$ cat config.mk
export PLATFORM = sky130hd
export DESIGN_NAME = id_ex_stage
export DESIGN_NICKNAME = d
export VERILOG_FILES = /design/src/rtl/id_ex_stage.sv
export SDC_FILE = /design/constraint.sdc
export NUM_CORES = 1
export LEC_CHECK = 0
export BUFFER_PORTS_ARGS = -buffer_cell sky130_fd_sc_hd__buf_4
export CORE_AREA = 2 2 132 134
export CTS_CLUSTER_DIAMETER = 40
export DETAILED_ROUTE_END_ITERATION = 12
export DIE_AREA = 0 0 134 136
export HOLD_SLACK_MARGIN = 0.03
export REMOVE_ABC_BUFFERS = 1
export SYNTH_ARGS = -nofsm -noshare
export SYNTH_HDL_FRONTEND = slang
export SYNTH_SLANG_ARGS = --single-unit
$ cat constraint.sdc
create_clock -name clk_i -period 1.1 [get_ports clk_i]
set_input_delay 0.11 -clock clk_i [delete_from_list [all_inputs] [get_ports clk_i]]
set_output_delay 0.11 -clock clk_i [all_outputs]
set_load 0.02 [all_outputs]
$ cat src/rtl/id_ex_stage.sv
// ID/EX pipeline register with load-use hazard bubble/stall and taken-branch flush.
// Optional load-use detection is built only when LOADUSE_HAZARD_EN is defined.
module id_ex_stage #(
   parameter int unsigned DW    = 32,
   parameter int unsigned CNT_W = 16
) (
   input  logic             clk_i,
   input  logic             rst_i,
   input  logic             RegWrite_i,
   input  logic             ALUSrc_i,
   input  logic             RegDst_i,
   input  logic             Branch_i,
   input  logic             MemRead_i,
   input  logic             MemWrite_i,
   input  logic             MemtoReg_i,
   input  logic [2:0]       ALU_op_i,
   input  logic [4:0]       rs_i,
   input  logic [4:0]       rt_i,
   input  logic [4:0]       rd_i,
   input  logic [DW-1:0]    rs_data_i,
   input  logic [DW-1:0]    rt_data_i,
   input  logic [DW-1:0]    imm_i,
   input  logic [DW-1:0]    pc4_i,
   input  logic [5:0]       funct_i,
   input  logic             flush_i,
   output logic             RegWrite_o,
   output logic             ALUSrc_o,
   output logic             Branch_o,
   output logic             MemRead_o,
   output logic             MemWrite_o,
   output logic             MemtoReg_o,
   output logic [2:0]       ALU_op_o,
   output logic [DW-1:0]    rs_data_o,
   output logic [DW-1:0]    rt_data_o,
   output logic [DW-1:0]    imm_o,
   output logic [DW-1:0]    pc4_o,
   output logic [4:0]       rs_o,
   output logic [4:0]       rt_o,
   output logic [4:0]       wr_reg_o,
   output logic [5:0]       funct_o,
   output logic             valid_o,
   output logic             stall_o,
   output logic [CNT_W-1:0] bubble_cnt_o
);

`ifdef LOADUSE_HAZARD_EN
   logic rt_used;
   logic hazard;

   // rt is read only by R-type, store and branch instructions
   always_comb begin
      rt_used = RegDst_i | MemWrite_i | Branch_i;
      hazard  = MemRead_o & valid_o & (wr_reg_o != 5'd0) &
                ((wr_reg_o == rs_i) | (rt_used & (wr_reg_o == rt_i)));
   end

   assign stall_o = hazard & ~flush_i;

   always_ff @(posedge clk_i) begin
      if (rst_i)
         bubble_cnt_o <= '0;
      else if (stall_o && (bubble_cnt_o != '1))
         bubble_cnt_o <= bubble_cnt_o + 1'b1;
   end
`else
   assign stall_o      = 1'b0;
   assign bubble_cnt_o = '0;
`endif

   // Reset, flush and hazard bubble all leave an empty, all-zero EX slot
   always_ff @(posedge clk_i) begin
      if (rst_i || flush_i || stall_o) begin
         RegWrite_o <= 1'b0;
         ALUSrc_o   <= 1'b0;
         Branch_o   <= 1'b0;
         MemRead_o  <= 1'b0;
         MemWrite_o <= 1'b0;
         MemtoReg_o <= 1'b0;
         ALU_op_o   <= '0;
         rs_data_o  <= '0;
         rt_data_o  <= '0;
         imm_o      <= '0;
         pc4_o      <= '0;
         rs_o       <= '0;
         rt_o       <= '0;
         wr_reg_o   <= '0;
         funct_o    <= '0;
         valid_o    <= 1'b0;
      end else begin
         RegWrite_o <= RegWrite_i;
         ALUSrc_o   <= ALUSrc_i;
         Branch_o   <= Branch_i;
         MemRead_o  <= MemRead_i;
         MemWrite_o <= MemWrite_i;
         MemtoReg_o <= MemtoReg_i;
         ALU_op_o   <= ALU_op_i;
         rs_data_o  <= rs_data_i;
         rt_data_o  <= rt_data_i;
         imm_o      <= imm_i;
         pc4_o      <= pc4_i;
         rs_o       <= rs_i;
         rt_o       <= rt_i;
         wr_reg_o   <= RegDst_i ? rd_i : rt_i;
         funct_o    <= funct_i;
         valid_o    <= 1'b1;
      end
   end

endmodule

# Word level (Yosys, flattened, before mapping)
# Cells that the tools add are included.
# classes
reduce_logical	1
mux	2
# op_table
cell	n
5-bit 2-to-1 mux	1
1-bit logical OR	1
1-bit 2-to-1 mux	1
# totals
inputBits	162
reg_bits	159
output_inout_bits	176
elab_cells	19

# Depth between registers and ports, before layout
# Gate-level depths: netlist of run 1.
# logic_depth
depth_word	2
ltp_mapped	6
mapped_depth_nobuf	3

# Least setup slack after synthesis of run 1
# OpenSTA, ideal clock, no wires.
# synth_timing
path_kind	input port to flip-flop
startpoint	input flush_i
endpoint	register imm_o[23]
slack_ns	0.174
setup_ns	0.059
n_path_buf	3
stages	6
arrival_time_ns	0.867
cell_sequence	or2_1 -> buf_6 -> clkinv_4 -> buf_6 -> buf_6 -> and2_1
# synth_via
elab_chain_cells	1
# synth_lines
element	line_no	source
from (decl)	25	input logic flush_i,
1-bit logical OR	72	if (rst_i || flush_i || stall_o) begin
to (signal assigned)	99	imm_o <= imm_i;
to (decl)	35	output logic [DW-1:0] imm_o,
# Every way passes these cells.
# A chain may end at the register's enable or synchronous reset.

# Worst setup path in the final report of run 1
# layout_timing
startpoint	register imm_o[22]
endpoint	output imm_o[22]
# No word-level cell between the ends.

==> metrics.md, run 1 <==
| Metric | Value |
|---|---|
| Status | completed |
| Antenna cells | 0 |
| Top-level I/O count | 338 |
| Worst endpoint required time | 990 ps |
| Critical Path Max Stage Delay | 350 ps |
| Vias in the first global route | 4344 |
| Iter 0 DRT Violations | 69 |
| Drt wl/cell | 13.4 µm |
| Top-area cell type share of the netlist area | 0.710 |
| Initial antenna violation count | 0 |
| DP Area | 0.00702 mm² |
| CTS resizes | 0 |
| Number of H-tree levels | 4 |
| Final min period | 1020 ps |
| PwrDens | 1480 mW/mm² |
| Maximum clock frequency | 0.984 GHz |
| Largest net degree at the start of global routing | 78 |
| Vias per cell | 3.80 |
| Reg area | 0.00318 mm² |
| P&R area growth vs syn | 105% |
| CP max stage cell | dfxtp_1 |
| Starting Density | 0.266 |
| Worst Path Max Fanout | 1 |
| IO buf count | 320 |
| CTS tree | done |
| Synth unique cells | 11 |
| Tcrit/Tclk final | 0.924 |
| Root Buffer | clkbuf_16 |
| Row count | 48 |
| Clock buffer depth | 2 |
| HPWL Detailed | 9420 µm |
| Core area | 0.0169 mm² |
| Remaining routing DRC violations | 0 |
| Final Hold Viols | 0 |
| Register area share after synthesis | 0.710 |
| DR pass1 iterations | 4 |
| CTS buffer count | 17 |
| Worst vdd ir | 0.964 mV |
| Post-layout nets | 1004 |
| Die Width | 134 µm |
| Post-Syn Area | 0.00448 mm² |
| RSZ-0062 raised after global routing | false |
| Cells along the critical path | buf_4 |
| Share of layout cells above drive strength 1 | 0.415 |
| Placer Congestion | 0.750 |
| Max Cap Viol | 0 |
| Slew Viols, Final | 0 |
| CP Buf/Inv Count | 1 |
| Yosys top cell by area | dfxtp_1 |
| Setup Viol. Count Final | 0 |
| Via count | 4103 |
| Crit path capture type | primary output |
| First-pass GRT wire length | 21700 µm |
| Fillers | 1409 |
| Top cells by area, synth | dfxtp_1, and2_1, buf_4 |
| CTS clk-pin slew, worst paths | 60 ps |
| P_leak | 4.41 nW |
| Tot Pwr | 13.6 mW |
| CP startpoint kind | register |
| Worst EP arrival | 910 ps |
| Delay-heaviest family, CP | flip-flops |
| Ys Warns | 0 |
| Syn_area_per_cell | 12.5 µm² |
| Total GRT Usage | 0.154 |
| Drt total wl | 14500 µm |
| Die Ht | 136 µm |
| #FFs+latches synth | 159 |
| Clock sinks | 159 |
| HP Class | in -> reg |
| Post-route ant nets | 0 |
| GRT overflow | 0 |
| Total die area | 0.0182 mm² |
| Post-Synthesis Cells | 360 |
| Multi-input combinational cell area | 0.00110 mm² |
| Design area | 0.00919 mm² |
| Crit Path Category | reg -> out |
[final cells by class]
| class | instances | share of cell area |
|---|---|---|
| repair buffers | 482 | 0.440 |
| clock buffers | 21 | 0.0512 |
| flip-flops and latches | 159 | 0.346 |
| clock inverters | 11 | 0.0114 |
| well taps | 225 | 0.0306 |
| inverters | 1 | 0.000953 |
| multi-input cells | 181 | 0.119 |
[worst paths after layout]
path                  startpoint           to  cells past startpoint
worst max-delay path   imm_o[22]    imm_o[22]                      1
worst min-delay path       rst_i  wr_reg_o[3]                      4
[what timing repair did]
item / in CTS / in global routing
hold buffers: 159 / 0
hold endpoints to repair: 158 / 0
buffers inserted: 0 / 0
[metrics by stage]
stage | hold WS, ps | std cells | TNS, ps | worst slack, ps | util
final | 202 | 1080 | 0 | 84.1 | 0.544
after global routing | 217 | 1080 | 0 | 35.0 | 0.544
after CTS | 173 | 1080 | 0 | 44.5 | 0.544
after detailed placement | 314 | 889 | 0 | 21.5 | 0.416
after global placement | 311 | 889 | 0 | 38.2 | 0.416
after floorplan | 232 | 341 | -5730 | -37.4 | -
[where the power goes]
part	total, mW	internal, mW	leakage [nW]	switching, mW
registers	6.06	5.99	1.31	0.0676
logic	1.90	1.13	2.84	0.761
clock network	5.65	3.31	0.272	2.33
[cell usage after synthesis]
| cell | number |
|---|---|
| buf_6 | 8 |
| clkbuf_1 | 9 |
| clkinv_4 | 1 |
| buf_4 | 17 |
| or2_1 | 1 |
| and2_1 | 153 |
| buf_2 | 1 |
| dfxtp_1 | 159 |
| nor2_1 | 5 |
| conb_1 | 1 |
| mux2i_1 | 5 |
[layout by cell type (no fill, tap or decap), drive strengths merged]
cell type,n
inv,3
and2,153
mux2i,5
or2,1
buf,323
dlygate4sd3,159
dfxtp,159
clkbuf,21
bufinv,1
clkinv,4
clkinvlp,4
conb,17
nor2,5
[registers in the layout, summed over array words and instances (netlist names), 3 cells and up]
name,flops
ALU_op_o,3
funct_o,6
imm_o,32
pc4_o,32
rs_data_o,32
rs_o,5
rt_data_o,32
rt_o,5
wr_reg_o,5
[layer usage]
metal  routed length, µm  part of all wire  vias to the layer above  global-route usage
li1                    -                 -                     2016                   -
met1                5360              0.37                     1866               0.155
met2                7640              0.53                      200               0.285
met3                1220             0.084                       21              0.0611
met4                 257             0.018                        0              0.0597
met5                   0                 0                        -                   0
[cell families after synthesis]
family	share of synthesized area
mux	0.0112
simple gates	0.219
other cells	0.000836
flops	0.710
buf+inv	0.0592
Power figures use the tool's default switching activity.
==> run 2: changes to the inputs <==
- CORE_AREA: 2 2 132 134 -> 2 2 131 133
- DIE_AREA: 0 0 134 136 -> 0 0 133 135
- SETUP_SLACK_MARGIN: default -> 0.1
==> metrics.md, run 2 (synthesis gave the netlist of run 1 again) <==
| Metric | Value |
|---|---|
| Share of layout cells above drive strength 1 | 0.591 |
| Worst EP arrival | 870 ps |
| IO buf count | 320 |
| Initial antenna violation count | 0 |
| Number of H-tree levels | 4 |
| Die Width | 133 µm |
| Most common cell after layout, fill and taps aside | buf_4 |
| Drt wl/cell | 14.4 µm |
| Vias per cell | 3.87 |
| M2 GR Usage | 0.300 |
| Top-level I/O count | 338 |
| Via count | 4161 |
| Worst endpoint required time | 990 ps |
| Cells along the critical path | buf_6 |
| Critical Path Max Stage Delay | 340 ps |
| DR pass1 iterations | 4 |
| Tot Pwr | 14.3 mW |
| Status | completed |
| Clock buffer depth | 2 |
| Post-layout nets | 1004 |
| Crit path capture type | primary output |
| Delay-heaviest family, CP | flip-flops |
| Row count | 47 |
| Fillers | 1214 |
| Vias in the first global route | 4394 |
| Setup Viol. Count Final | 0 |
| P_leak | 4.63 nW |
| Worst Path Max Fanout | 1 |
| Hold Slack | 192 ps |
| Starting Density | 0.273 |
| CTS clk-pin slew, worst paths | 60 ps |
| CP Buf/Inv Count | 1 |
| RSZ-0062 raised after global routing | true |
| CP max stage cell | dfxtp_2 |
| P&R area growth vs syn | 123% |
| First-pass GRT wire length | 22300 µm |
| Max Cap Viol | 0 |
| Slew Viols, Final | 0 |
| Final min period | 981 ps |
| Total GRT Usage | 0.160 |
| Setup Buffers After CTS | 0 |
| Drt total wl | 15500 µm |
| Most frequent cells in the layout | buf_4, dlygate4sd3_1, buf_6 |
| Die Ht | 135 µm |
| Root Buffer | clkbuf_16 |
| Iter 0 DRT Violations | 97 |
| HP Class | in -> reg |
| Total die area | 0.0180 mm² |
| Final Hold Viols | 0 |
| CP startpoint kind | register |
| CTS buffer count | 17 |
| Worst vdd ir | 0.895 mV |
| Post-route ant nets | 0 |
| Layer with the highest usage | met2 |
| Maximum clock frequency | 1.02 GHz |
| Crit Path Category | reg -> out |
| Clock sinks | 159 |
| HPWL Detailed | 9440 µm |
| Core area | 0.0164 mm² |
| Placer Congestion | 0.762 |
| Tcrit/Tclk final | 0.892 |
| Met3 Usage GRT | 0.0582 |
| Remaining routing DRC violations | 0 |
| GRT overflow | 0 |
| CTS tree | done |
| PwrDens | 1430 mW/mm² |
| Met1 Track Usage GR | 0.166 |
| Largest net degree at the start of global routing | 81 |
| Antenna cells | 0 |
-- run 2: changes by cell type in the layout (fill, tap and decap cells not counted), moves of 3 or more --
cell	previous run	this run
buf_6	0	154
dfxtp_1	159	10
clkinvlp_4	4	1
buf_4	321	167
inv_8	0	3
dfxtp_2	0	149
-- run 2: timing repair --
| action | 4_1_cts | 5_1_grt |
|---|---|---|
| resized for setup | 82 | 221 |
| cloned | 0 | 0 |
| hold buffers | 159 | 0 |
| endpoints found under the setup margin | 49 | 147 |
| endpoints found under the hold margin | 158 | 0 |
-- run 2: final cells by class --
class | instances | area [µm²] | share of cell area
clock inverter | 14 | 181 | 0.0182
multi-input combinational | 181 | 1100 | 0.110
sequential | 159 | 3370 | 0.337
tap | 220 | 275 | 0.0276
inverter | 1 | 8.76 | 0.000877
timing repair buffer | 482 | 4620 | 0.462
clock buffer | 18 | 439 | 0.0440
-- run 2: power by group --
group          leakage (nW)  total, mW  switching, mW  internal [mW]
Combinational          2.96       2.05          0.777           1.27
Sequential             1.36       6.15          0.113           6.04
Clock                 0.306       6.12           2.44           3.68
Total                  4.63       14.3           3.33           11.0
-- run 2: final timing paths --
kind	from	endpoint	slack (ps)	cells after the start
max	funct_o[3]	funct_o[3]	120	1
min	flush_i	wr_reg_o[1]	190	4
-- run 2: per-layer routing --
| metal | vias up | routed length, µm |
|---|---|---|
| met2 | 228 | 8400 |
| met5 | - | 0 |
| li1 | 2014 | - |
| met1 | 1902 | 5650 |
| met3 | 17 | 1190 |
| met4 | 0 | 232 |
-- run 2: metrics by stage --
stage               area (µm²)  utilization  worst slack, ps  instances  setup TNS [ps]
floorplan                 4290            -            -37.4        341           -5730
global placement          7010        0.427             29.4        884               0
detailed placement        7010        0.427            -7.28        884           -7.28
CTS                       9450        0.576             86.8       1075               0
global route              9990        0.609             75.3       1075               0
finish                    9990        0.609              119       1075               0
